--- config.mk ---
export PLATFORM = sky130hd
export DESIGN_NAME = mario_sprite_fetch_flat
export DESIGN_NICKNAME = d
export VERILOG_FILES = /design/src/rtl/mario_sprite_pkg.sv /design/src/rtl/mario_sprite_fetch_if.sv /design/src/rtl/mario_anim_ctrl.sv /design/src/rtl/mario_sprite_fetch.sv /design/src/flat_wrapper.sv
export SDC_FILE = /design/constraint.sdc
export NUM_CORES = 1
export LEC_CHECK = 0
export BUFFER_PORTS_ARGS = -buffer_cell sky130_fd_sc_hd__clkbuf_2
export CAP_MARGIN = 20
export CORE_UTILIZATION = 30
export CTS_CLUSTER_DIAMETER = 50
export DETAILED_ROUTE_END_ITERATION = 16
export PLACE_DENSITY = 0.56
export SLEW_MARGIN = 20
export SYNTH_ARGS = -nofsm -noshare
export SYNTH_HDL_FRONTEND = slang
export SYNTH_SLANG_ARGS = --single-unit
--- constraint.sdc ---
create_clock -name Clk -period 3.4 [get_ports Clk]
set_input_delay 0.68 -clock Clk [delete_from_list [all_inputs] [get_ports Clk]]
set_output_delay 0.68 -clock Clk [all_outputs]
set_load 0.05 [all_outputs]
--- src/rtl/mario_sprite_pkg.sv ---
// Shared constants and types for the Mario sprite path.
// The same package is used by the sprite fetch stage, the colour palette and
// the ROM init script. That keeps the sprite geometry and the frame numbering
// in one place.
package mario_sprite_pkg;

   // Sprite geometry. Both dimensions must be powers of two.
   localparam int SPR_W      = 16;
   localparam int SPR_H      = 16;
   localparam int NUM_FRAMES = 4;

   // Palette index used as the magenta colour key.
   localparam logic [3:0] TRANSP_IDX = 4'hA;

   localparam int PAL_W   = 4;   // palette index width
   localparam int COORD_W = 10;  // screen coordinate width
   localparam int FRAME_W = 2;   // animation frame number width

   // ROM address width for a given sprite geometry and frame count.
   function automatic int rom_addr_width(input int w, input int h, input int n);
      return $clog2(w * h * n);
   endfunction

   localparam int ADDR_W = rom_addr_width(SPR_W, SPR_H, NUM_FRAMES);
   localparam int COL_W  = $clog2(SPR_W);
   localparam int ROW_W  = $clog2(SPR_H);

   // Frame layout in the sprite ROM.
   // Frame 0 is idle, the middle frames are the walk cycle, and the last frame is jump.
   typedef enum logic [FRAME_W-1:0] {
      FR_IDLE  = 2'd0,
      FR_WALK1 = 2'd1,
      FR_WALK2 = 2'd2,
      FR_JUMP  = 2'd3
   } frame_e;

endpackage

--- src/rtl/mario_sprite_fetch_if.sv ---
// Pixel, game-state, ROM and output bundle of the Mario sprite fetch stage.
// The master side is the video timing, game logic and ROM.
// The slave side is the fetch stage itself.
interface mario_sprite_fetch_if;
   import mario_sprite_pkg::*;

   // Video timing and pixel strobe
   logic               frame_start;
   logic               pix_en;
   logic [COORD_W-1:0] DrawX;
   logic [COORD_W-1:0] DrawY;

   // Game-logic sprite state
   logic [COORD_W-1:0] MarioX;
   logic [COORD_W-1:0] MarioY;
   logic               facing_left;
   logic               walking;
   logic               jumping;

   // Sprite ROM
   logic [ADDR_W-1:0]  rom_addr;
   logic [PAL_W-1:0]   rom_data;

   // Towards the colour palette / compositor
   logic [PAL_W-1:0]   data_out;
   logic               sprite_on;
   logic               out_valid;
   logic [FRAME_W-1:0] anim_frame;

   modport master (
      output frame_start, pix_en, DrawX, DrawY,
      output MarioX, MarioY, facing_left, walking, jumping,
      output rom_data,
      input  rom_addr, data_out, sprite_on, out_valid, anim_frame
   );

   modport slave (
      input  frame_start, pix_en, DrawX, DrawY,
      input  MarioX, MarioY, facing_left, walking, jumping,
      input  rom_data,
      output rom_addr, data_out, sprite_on, out_valid, anim_frame
   );

endinterface

--- src/rtl/mario_anim_ctrl.sv ---
// Mario animation controller.
// It keeps the walk-cycle divider and phase, and once per video frame it latches
// the ROM frame for the next picture. Jump has priority over walk.
// The latched frame uses the phase from before that frame_start's update.
module mario_anim_ctrl
   import mario_sprite_pkg::*;
#(
   parameter int ANIM_DIV = 6
) (
   input  logic   Clk,
   input  logic   Reset,
   input  logic   frame_start,
   input  logic   walking,
   input  logic   jumping,
   output frame_e anim_frame
);

   localparam int          DIV_W     = (ANIM_DIV > 1) ? $clog2(ANIM_DIV) : 1;
   localparam logic [DIV_W-1:0] DIV_LAST = DIV_W'(ANIM_DIV - 1);
   localparam frame_e      WALK_LAST = frame_e'(NUM_FRAMES - 2);
   localparam frame_e      JUMP_FR   = frame_e'(NUM_FRAMES - 1);

   logic [DIV_W-1:0] div_q;
   frame_e           phase_q;

   // Frame selection and walk-phase advance, both evaluated on frame_start
   always_ff @(posedge Clk) begin
      // NOTE: non-blocking assignments here, so anim_frame samples phase_q before this edge's update.
      if (Reset) begin
         div_q      <= '0;
         phase_q    <= FR_WALK1;
         anim_frame <= FR_IDLE;
      end else if (frame_start) begin
         if (jumping)
            anim_frame <= JUMP_FR;
         else if (walking)
            anim_frame <= phase_q;
         else
            anim_frame <= FR_IDLE;

         if (!walking) begin
            // Every walk starts on the first walk frame.
            div_q   <= '0;
            phase_q <= FR_WALK1;
         end else if (!jumping) begin
            if (div_q == DIV_LAST) begin
               div_q   <= '0;
               phase_q <= (phase_q == WALK_LAST) ? FR_WALK1 : frame_e'(phase_q + 1'b1);
            end else begin
               div_q <= div_q + 1'b1;
            end
         end
      end
   end

endmodule

--- src/rtl/mario_sprite_fetch.sv ---
// Mario sprite fetch stage. It sits just upstream of the colour palette.
// Stage 0 runs the box hit test and builds the ROM address.
// Stage 1 registers rom_addr, and stage 2 is the synchronous ROM read.
// Stage 3 registers the palette index and the sprite_on flag.
// Latency is a fixed 3 Clk, and one pixel is accepted per Clk.
// Position, facing and frame are latched on frame_start, so the sprite never tears mid-frame.
module mario_sprite_fetch
   import mario_sprite_pkg::*;
#(
   parameter int ANIM_DIV = 6
) (
   input  logic                 Clk,
   input  logic                 Reset,
   mario_sprite_fetch_if.slave  bus
);

   localparam logic [COORD_W:0] SPR_W_EXT = (COORD_W + 1)'(SPR_W);
   localparam logic [COORD_W:0] SPR_H_EXT = (COORD_W + 1)'(SPR_H);

   // Per-frame latched sprite state
   logic [COORD_W-1:0] x_q;
   logic [COORD_W-1:0] y_q;
   logic               facing_q;
   frame_e             frame_q;

   // Stage 0 (combinational)
   logic [COORD_W:0]   draw_x_ext, draw_y_ext;
   logic [COORD_W:0]   spr_x_ext, spr_y_ext;
   logic               hit_s0;
   logic [COL_W-1:0]   col_raw, col_s0;
   logic [ROW_W-1:0]   row_s0;
   logic [ADDR_W-1:0]  addr_s0;

   // Pipeline valid / hit tags
   logic               pix_en_d1, hit_d1;
   logic               pix_en_d2, hit_d2;

   mario_anim_ctrl #(
      .ANIM_DIV    (ANIM_DIV)
   ) u_anim_ctrl (
      .Clk         (Clk),
      .Reset       (Reset),
      .frame_start (bus.frame_start),
      .walking     (bus.walking),
      .jumping     (bus.jumping),
      .anim_frame  (frame_q)
   );

   assign bus.anim_frame = frame_q;

   // Latch the sprite position and facing once per video frame.
   // Reset parks the sprite off-screen until the next frame_start.
   always_ff @(posedge Clk) begin
      if (Reset) begin
         x_q      <= '1;
         y_q      <= '1;
         facing_q <= 1'b0;
      end else if (bus.frame_start) begin
         x_q      <= bus.MarioX;
         y_q      <= bus.MarioY;
         facing_q <= bus.facing_left;
      end
   end

   // Stage 0: hit test in 11-bit arithmetic so the box clips at the screen edge instead of wrapping.
   // It also forms the mirrored ROM address.
   always_comb begin
      // NOTE: every signal gets a value before any condition, so no latch is inferred.
      draw_x_ext = {1'b0, bus.DrawX};
      draw_y_ext = {1'b0, bus.DrawY};
      spr_x_ext  = {1'b0, x_q};
      spr_y_ext  = {1'b0, y_q};

      hit_s0 = bus.pix_en
             && (draw_x_ext >= spr_x_ext) && (draw_x_ext < spr_x_ext + SPR_W_EXT)
             && (draw_y_ext >= spr_y_ext) && (draw_y_ext < spr_y_ext + SPR_H_EXT);

      col_raw = COL_W'(bus.DrawX - x_q);
      row_s0  = ROW_W'(bus.DrawY - y_q);
      col_s0  = facing_q ? (COL_W'(SPR_W - 1) - col_raw) : col_raw;

      addr_s0 = ADDR_W'(frame_q) * ADDR_W'(SPR_W * SPR_H)
              + ADDR_W'(row_s0)  * ADDR_W'(SPR_W)
              + ADDR_W'(col_s0);
   end

   // Stage 1: register the ROM address on a hit and hold it otherwise.
   // Tag the pixel as valid and as a hit.
   always_ff @(posedge Clk) begin
      if (Reset) begin
         bus.rom_addr <= '0;
         pix_en_d1    <= 1'b0;
         hit_d1       <= 1'b0;
      end else begin
         pix_en_d1 <= bus.pix_en;
         hit_d1    <= hit_s0;
         if (hit_s0)
            bus.rom_addr <= addr_s0;
      end
   end

   // Stage 2: the ROM is reading; carry the tags alongside.
   always_ff @(posedge Clk) begin
      if (Reset) begin
         pix_en_d2 <= 1'b0;
         hit_d2    <= 1'b0;
      end else begin
         pix_en_d2 <= pix_en_d1;
         hit_d2    <= hit_d1;
      end
   end

   // Stage 3: output register. Outside the box the index is 0.
   // The colour key is drawn as not-on. data_out holds between pixels, while sprite_on drops.
   always_ff @(posedge Clk) begin
      if (Reset) begin
         bus.data_out  <= '0;
         bus.sprite_on <= 1'b0;
         bus.out_valid <= 1'b0;
      end else begin
         bus.out_valid <= pix_en_d2;
         if (pix_en_d2) begin
            bus.data_out  <= hit_d2 ? bus.rom_data : '0;
            bus.sprite_on <= hit_d2 && (bus.rom_data != TRANSP_IDX);
         end else begin
            bus.sprite_on <= 1'b0;
         end
      end
   end

endmodule

--- src/flat_wrapper.sv ---
// flat-port wrapper written by rule: the top's interface ports become plain ports
module mario_sprite_fetch_flat import mario_sprite_pkg::*;
#(
   parameter int ANIM_DIV = 6
)
  (Clk, Reset, bus_frame_start, bus_pix_en, bus_DrawX, bus_DrawY, bus_MarioX, bus_MarioY, bus_facing_left, bus_walking, bus_jumping, bus_rom_data, bus_rom_addr, bus_data_out, bus_sprite_on, bus_out_valid, bus_anim_frame);
  mario_sprite_fetch_if bus_i ();
  input  logic Clk;
  input  logic Reset;
  input wire logic [$bits(bus_i.frame_start)-1:0] bus_frame_start;
  input wire logic [$bits(bus_i.pix_en)-1:0] bus_pix_en;
  input wire logic [$bits(bus_i.DrawX)-1:0] bus_DrawX;
  input wire logic [$bits(bus_i.DrawY)-1:0] bus_DrawY;
  input wire logic [$bits(bus_i.MarioX)-1:0] bus_MarioX;
  input wire logic [$bits(bus_i.MarioY)-1:0] bus_MarioY;
  input wire logic [$bits(bus_i.facing_left)-1:0] bus_facing_left;
  input wire logic [$bits(bus_i.walking)-1:0] bus_walking;
  input wire logic [$bits(bus_i.jumping)-1:0] bus_jumping;
  input wire logic [$bits(bus_i.rom_data)-1:0] bus_rom_data;
  output wire logic [$bits(bus_i.rom_addr)-1:0] bus_rom_addr;
  output wire logic [$bits(bus_i.data_out)-1:0] bus_data_out;
  output wire logic [$bits(bus_i.sprite_on)-1:0] bus_sprite_on;
  output wire logic [$bits(bus_i.out_valid)-1:0] bus_out_valid;
  output wire logic [$bits(bus_i.anim_frame)-1:0] bus_anim_frame;
  assign bus_i.frame_start = bus_frame_start;
  assign bus_i.pix_en = bus_pix_en;
  assign bus_i.DrawX = bus_DrawX;
  assign bus_i.DrawY = bus_DrawY;
  assign bus_i.MarioX = bus_MarioX;
  assign bus_i.MarioY = bus_MarioY;
  assign bus_i.facing_left = bus_facing_left;
  assign bus_i.walking = bus_walking;
  assign bus_i.jumping = bus_jumping;
  assign bus_i.rom_data = bus_rom_data;
  assign bus_rom_addr = bus_i.rom_addr;
  assign bus_data_out = bus_i.data_out;
  assign bus_sprite_on = bus_i.sprite_on;
  assign bus_out_valid = bus_i.out_valid;
  assign bus_anim_frame = bus_i.anim_frame;
  mario_sprite_fetch #(.ANIM_DIV(ANIM_DIV)) u_core (.Clk(Clk), .Reset(Reset), .bus(bus_i));
endmodule
==> metrics.yaml <==
placed_design:
  dp_hpwl_um: 5345
  gp_congestion: 0.8081
  port_buffers: 68
  dpl-instance-area_um2: 3341
sta:
  min_period_ps: 2831
  slew_headroom_pct: 49.58
  fin_tns_setup_ps: 0
  fin_skew_ps: 7.620
  fin_crit_sh_pct: 83.26
  worstMarginPinSlew_ps: 755.5
  finalHoldViolations: 0
  final-max-slew-violation-count: 0
  setup_viol: 0
  rsz0062_at_grt: "no"
  clock.fmax_mhz: 353.2
clock_tree:
  postCtsSetupBuffers: 0
  postCtsHoldBufs: 0
  cts_buffers: 5
  cts-htree-levels: 2
  cts_tree: "done"
  cts_root_buffer: "clkbuf_8"
  max-clock-path-buffers: 2
  clk_pin_slew_ps: 90
  postCtsResizedCells: 0
  clk_latency_ps: 300
  clkSinkCount: 48
logic_synthesis:
  synth_edf_count: 0
  synthArstFlopShare_pct: 0
  syn_inst: 319
  synth_area_um2: 2858
  synth.net_count: 406
  synth_warnings: 0
  avgSynthCellArea_um2: 8.958
  synthDistinctLibCells: 46
  synth_flop_cell: "dfxtp_1"
  ys_ff_latch: 48
  ys_seq_area_share_pct: 33.63
critical_path:
  worstPathArrival_ps: 3070
  worstPathCellList: "ha_1 > nand3_1 > xnor2_1 > ha_1 > a21o_1 > a21o_1 > a221o_1 > a221o_2 > nor3_4 > mux2i_1"
  critPathTopFamily: "compound AO/OA/AOI/OAI gates"
  critPathCaptureType: "register"
  cp_num_buf_inv: 0
  worstPathMaxFanout: 7
  cp-start-kind: "register"
  slowest_delay_ps: 420
  r2r_setup_slack_ps: 570
  cp.required_ps: 3640
  cp_slowest_cell: "dfxtp_1"
  worst_r2r_path_depth: 10
  r2r-end: "u_core.bus.rom_addr[7]"
  worstSetupPathType: "register to register"
  critical_path.reg2reg.startpoint: "u_core.y_q[4]"
route:
  drt_iter0_drc: 98
  finalWirelength_um: 6644
  drc: 0
  viasPerCell: 4.738
  dr_total_vias: 2445
  wl_per_cell_um: 12.88
  firstDrtPassIters: 4
  ant_nets: 0
global_route:
  overflow: 0
  grt_pass1_vias: 2344
  grt_pass1_wl_um: 11280
  antenna_found_initial: 0
  grt_max_degree: 40
  grt_use_total_pct: 14.22
floorplanning:
  io_pins: 69
  row_count: 35
  dieArea_um2: 9920
  start_util_pct: 30.93
  die_w_um: 99.60
  core_um2: 9240
  fp.dieH_um: 99.60
power_and_ir_drop:
  ir_worst_vdd_mv: 0.1793
  cellLeakagePower_nw: 1.639
  power_density_nw_per_um2: 400.9
status:
  outcome: "complete, no violations"
finish:
  nets: 473
  antenna_cells: 0
  layout-drive-gt1-share_pct: 22.22
  finalInstanceArea_um2: 3467
  area.growth.synth_to_final_pct: 21.32
worst_hold_path:
  min_path_cells: 1
  hold_path.class: "register to register"
  min-delay-start: "u_core.pix_en_d1"
  hold_path_end: "u_core.pix_en_d2"
run:
  drv_cap: 0
registers in the layout, summed over array words and instances (netlist names), 2 cells and up:
| name | cells |
|---|---|
| u_core.y_q | 10 |
| u_core.u_anim_ctrl.anim_frame | 2 |
| u_core.bus.data_out | 4 |
| u_core.u_anim_ctrl.div_q | 3 |
| u_core.x_q | 10 |
| u_core.u_anim_ctrl.phase_q | 2 |
| u_core.bus.rom_addr | 10 |
per-layer routing:
layer  vias to the layer above  part of all wire [%]  track usage (%)
li1                       1284                     -                -
met1                      1104                    49            18.87
met2                        51                    46            23.61
met3                         6                   4.1            2.952
met4                         0                  0.98            3.394
met5                         -                     0                0
layout make-up:
class,count,area [um2]
Fill cell,965,5773
Inverter,28,105.1
Clock buffer,7,96.34
Multi-Input combinational cell,230,1735
Clock inverter,1,30.03
Timing Repair Buffer,73,377.9
Sequential cell,48,960.9
Tap cell,129,161.4
synth_stat cells (all sizes together), types with 2 or more instances:
library cell	n	area share (%)
o211ai	20	5.3
nand3	13	2.5
o21ai	8	1.4
o31ai	5	1.3
nor2	9	1.2
ha	34	15
and3	5	1.1
inv	28	3.7
nand2b	5	1.1
nand2	31	4.1
fa	2	1.4
nor2b	8	1.8
dfxtp	48	34
mux2i	5	1.8
and4	2	0.61
a21boi	2	0.53
nand4	7	1.5
a211oi	8	2.1
xnor2	16	4.9
a221o	2	0.74
buf	6	1.1
a31oi	4	0.88
o21a	4	1.1
a21o	4	1.1
o2111ai	2	0.61
a21oi	20	3.5
clkbuf	7	0.92
logic make-up after synthesis:
group,after synthesis,share of synthesized area (%)
AO/OA/AOI/OAI,85,21.37
XOR/XNOR,16,4.904
adder cells (fa/ha/maj),36,16.29
buffers and inverters,41,5.648
flip-flops,48,33.63
multiplexers,5,1.751
AND/OR/NAND/NOR,88,16.42
placed cells by master (no fill, tap or decap), types with 7 or more instances in the layout:
cell	n
nand2_1	31
clkbuf_2	68
inv_1	28
nand4_1	7
ha_1	34
nor2_1	9
clkbuf_8	7
o211ai_1	20
a211oi_1	8
xnor2_1	16
nor2b_1	8
a21oi_1	20
dfxtp_1	48
nand3_1	12
how the worst max path moves through the flow:
stage | startpoint | endpoint | slack (ps) | cells past startpoint
3_5_place_dp | bus_DrawY[0] | u_core.bus.rom_addr[7] | 360 | 10
4_1_cts | u_core.y_q[4] | u_core.bus.rom_addr[7] | 570 | 10
6_report | u_core.y_q[4] | u_core.bus.rom_addr[7] | 570 | 10
3_3_place_gp | bus_DrawY[0] | u_core.bus.rom_addr[7] | 410 | 10
2_1_floorplan | bus_DrawY[0] | u_core.bus.rom_addr[7] | 640 | 9
5_1_grt | u_core.y_q[4] | u_core.bus.rom_addr[7] | 360 | 10
per-stage QoR:
| stage | util (%) | hold slack [ps] | setup WS (ps) | instances | total power, mW |
|---|---|---|---|---|---|
| after floorplan | - | 413.8 | 642.1 | 319 | 0.8540 |
| after global placement | 36.15 | 416.8 | 408.5 | 508 | 0.9509 |
| after detailed placement | 36.15 | 426.6 | 365.0 | 508 | 0.9541 |
| after CTS | 37.52 | 448.7 | 565.7 | 516 | 1.411 |
| after global routing | 37.52 | 461.2 | 359.7 | 516 | 1.476 |
| final | 37.52 | 441.6 | 569.1 | 516 | 1.390 |
report_power, final:
group          switching, mW  internal (mW)
clock                  0.193          0.260
sequential            0.0179          0.586
combinational          0.186          0.148
Power figures use the tool's default switching activity.
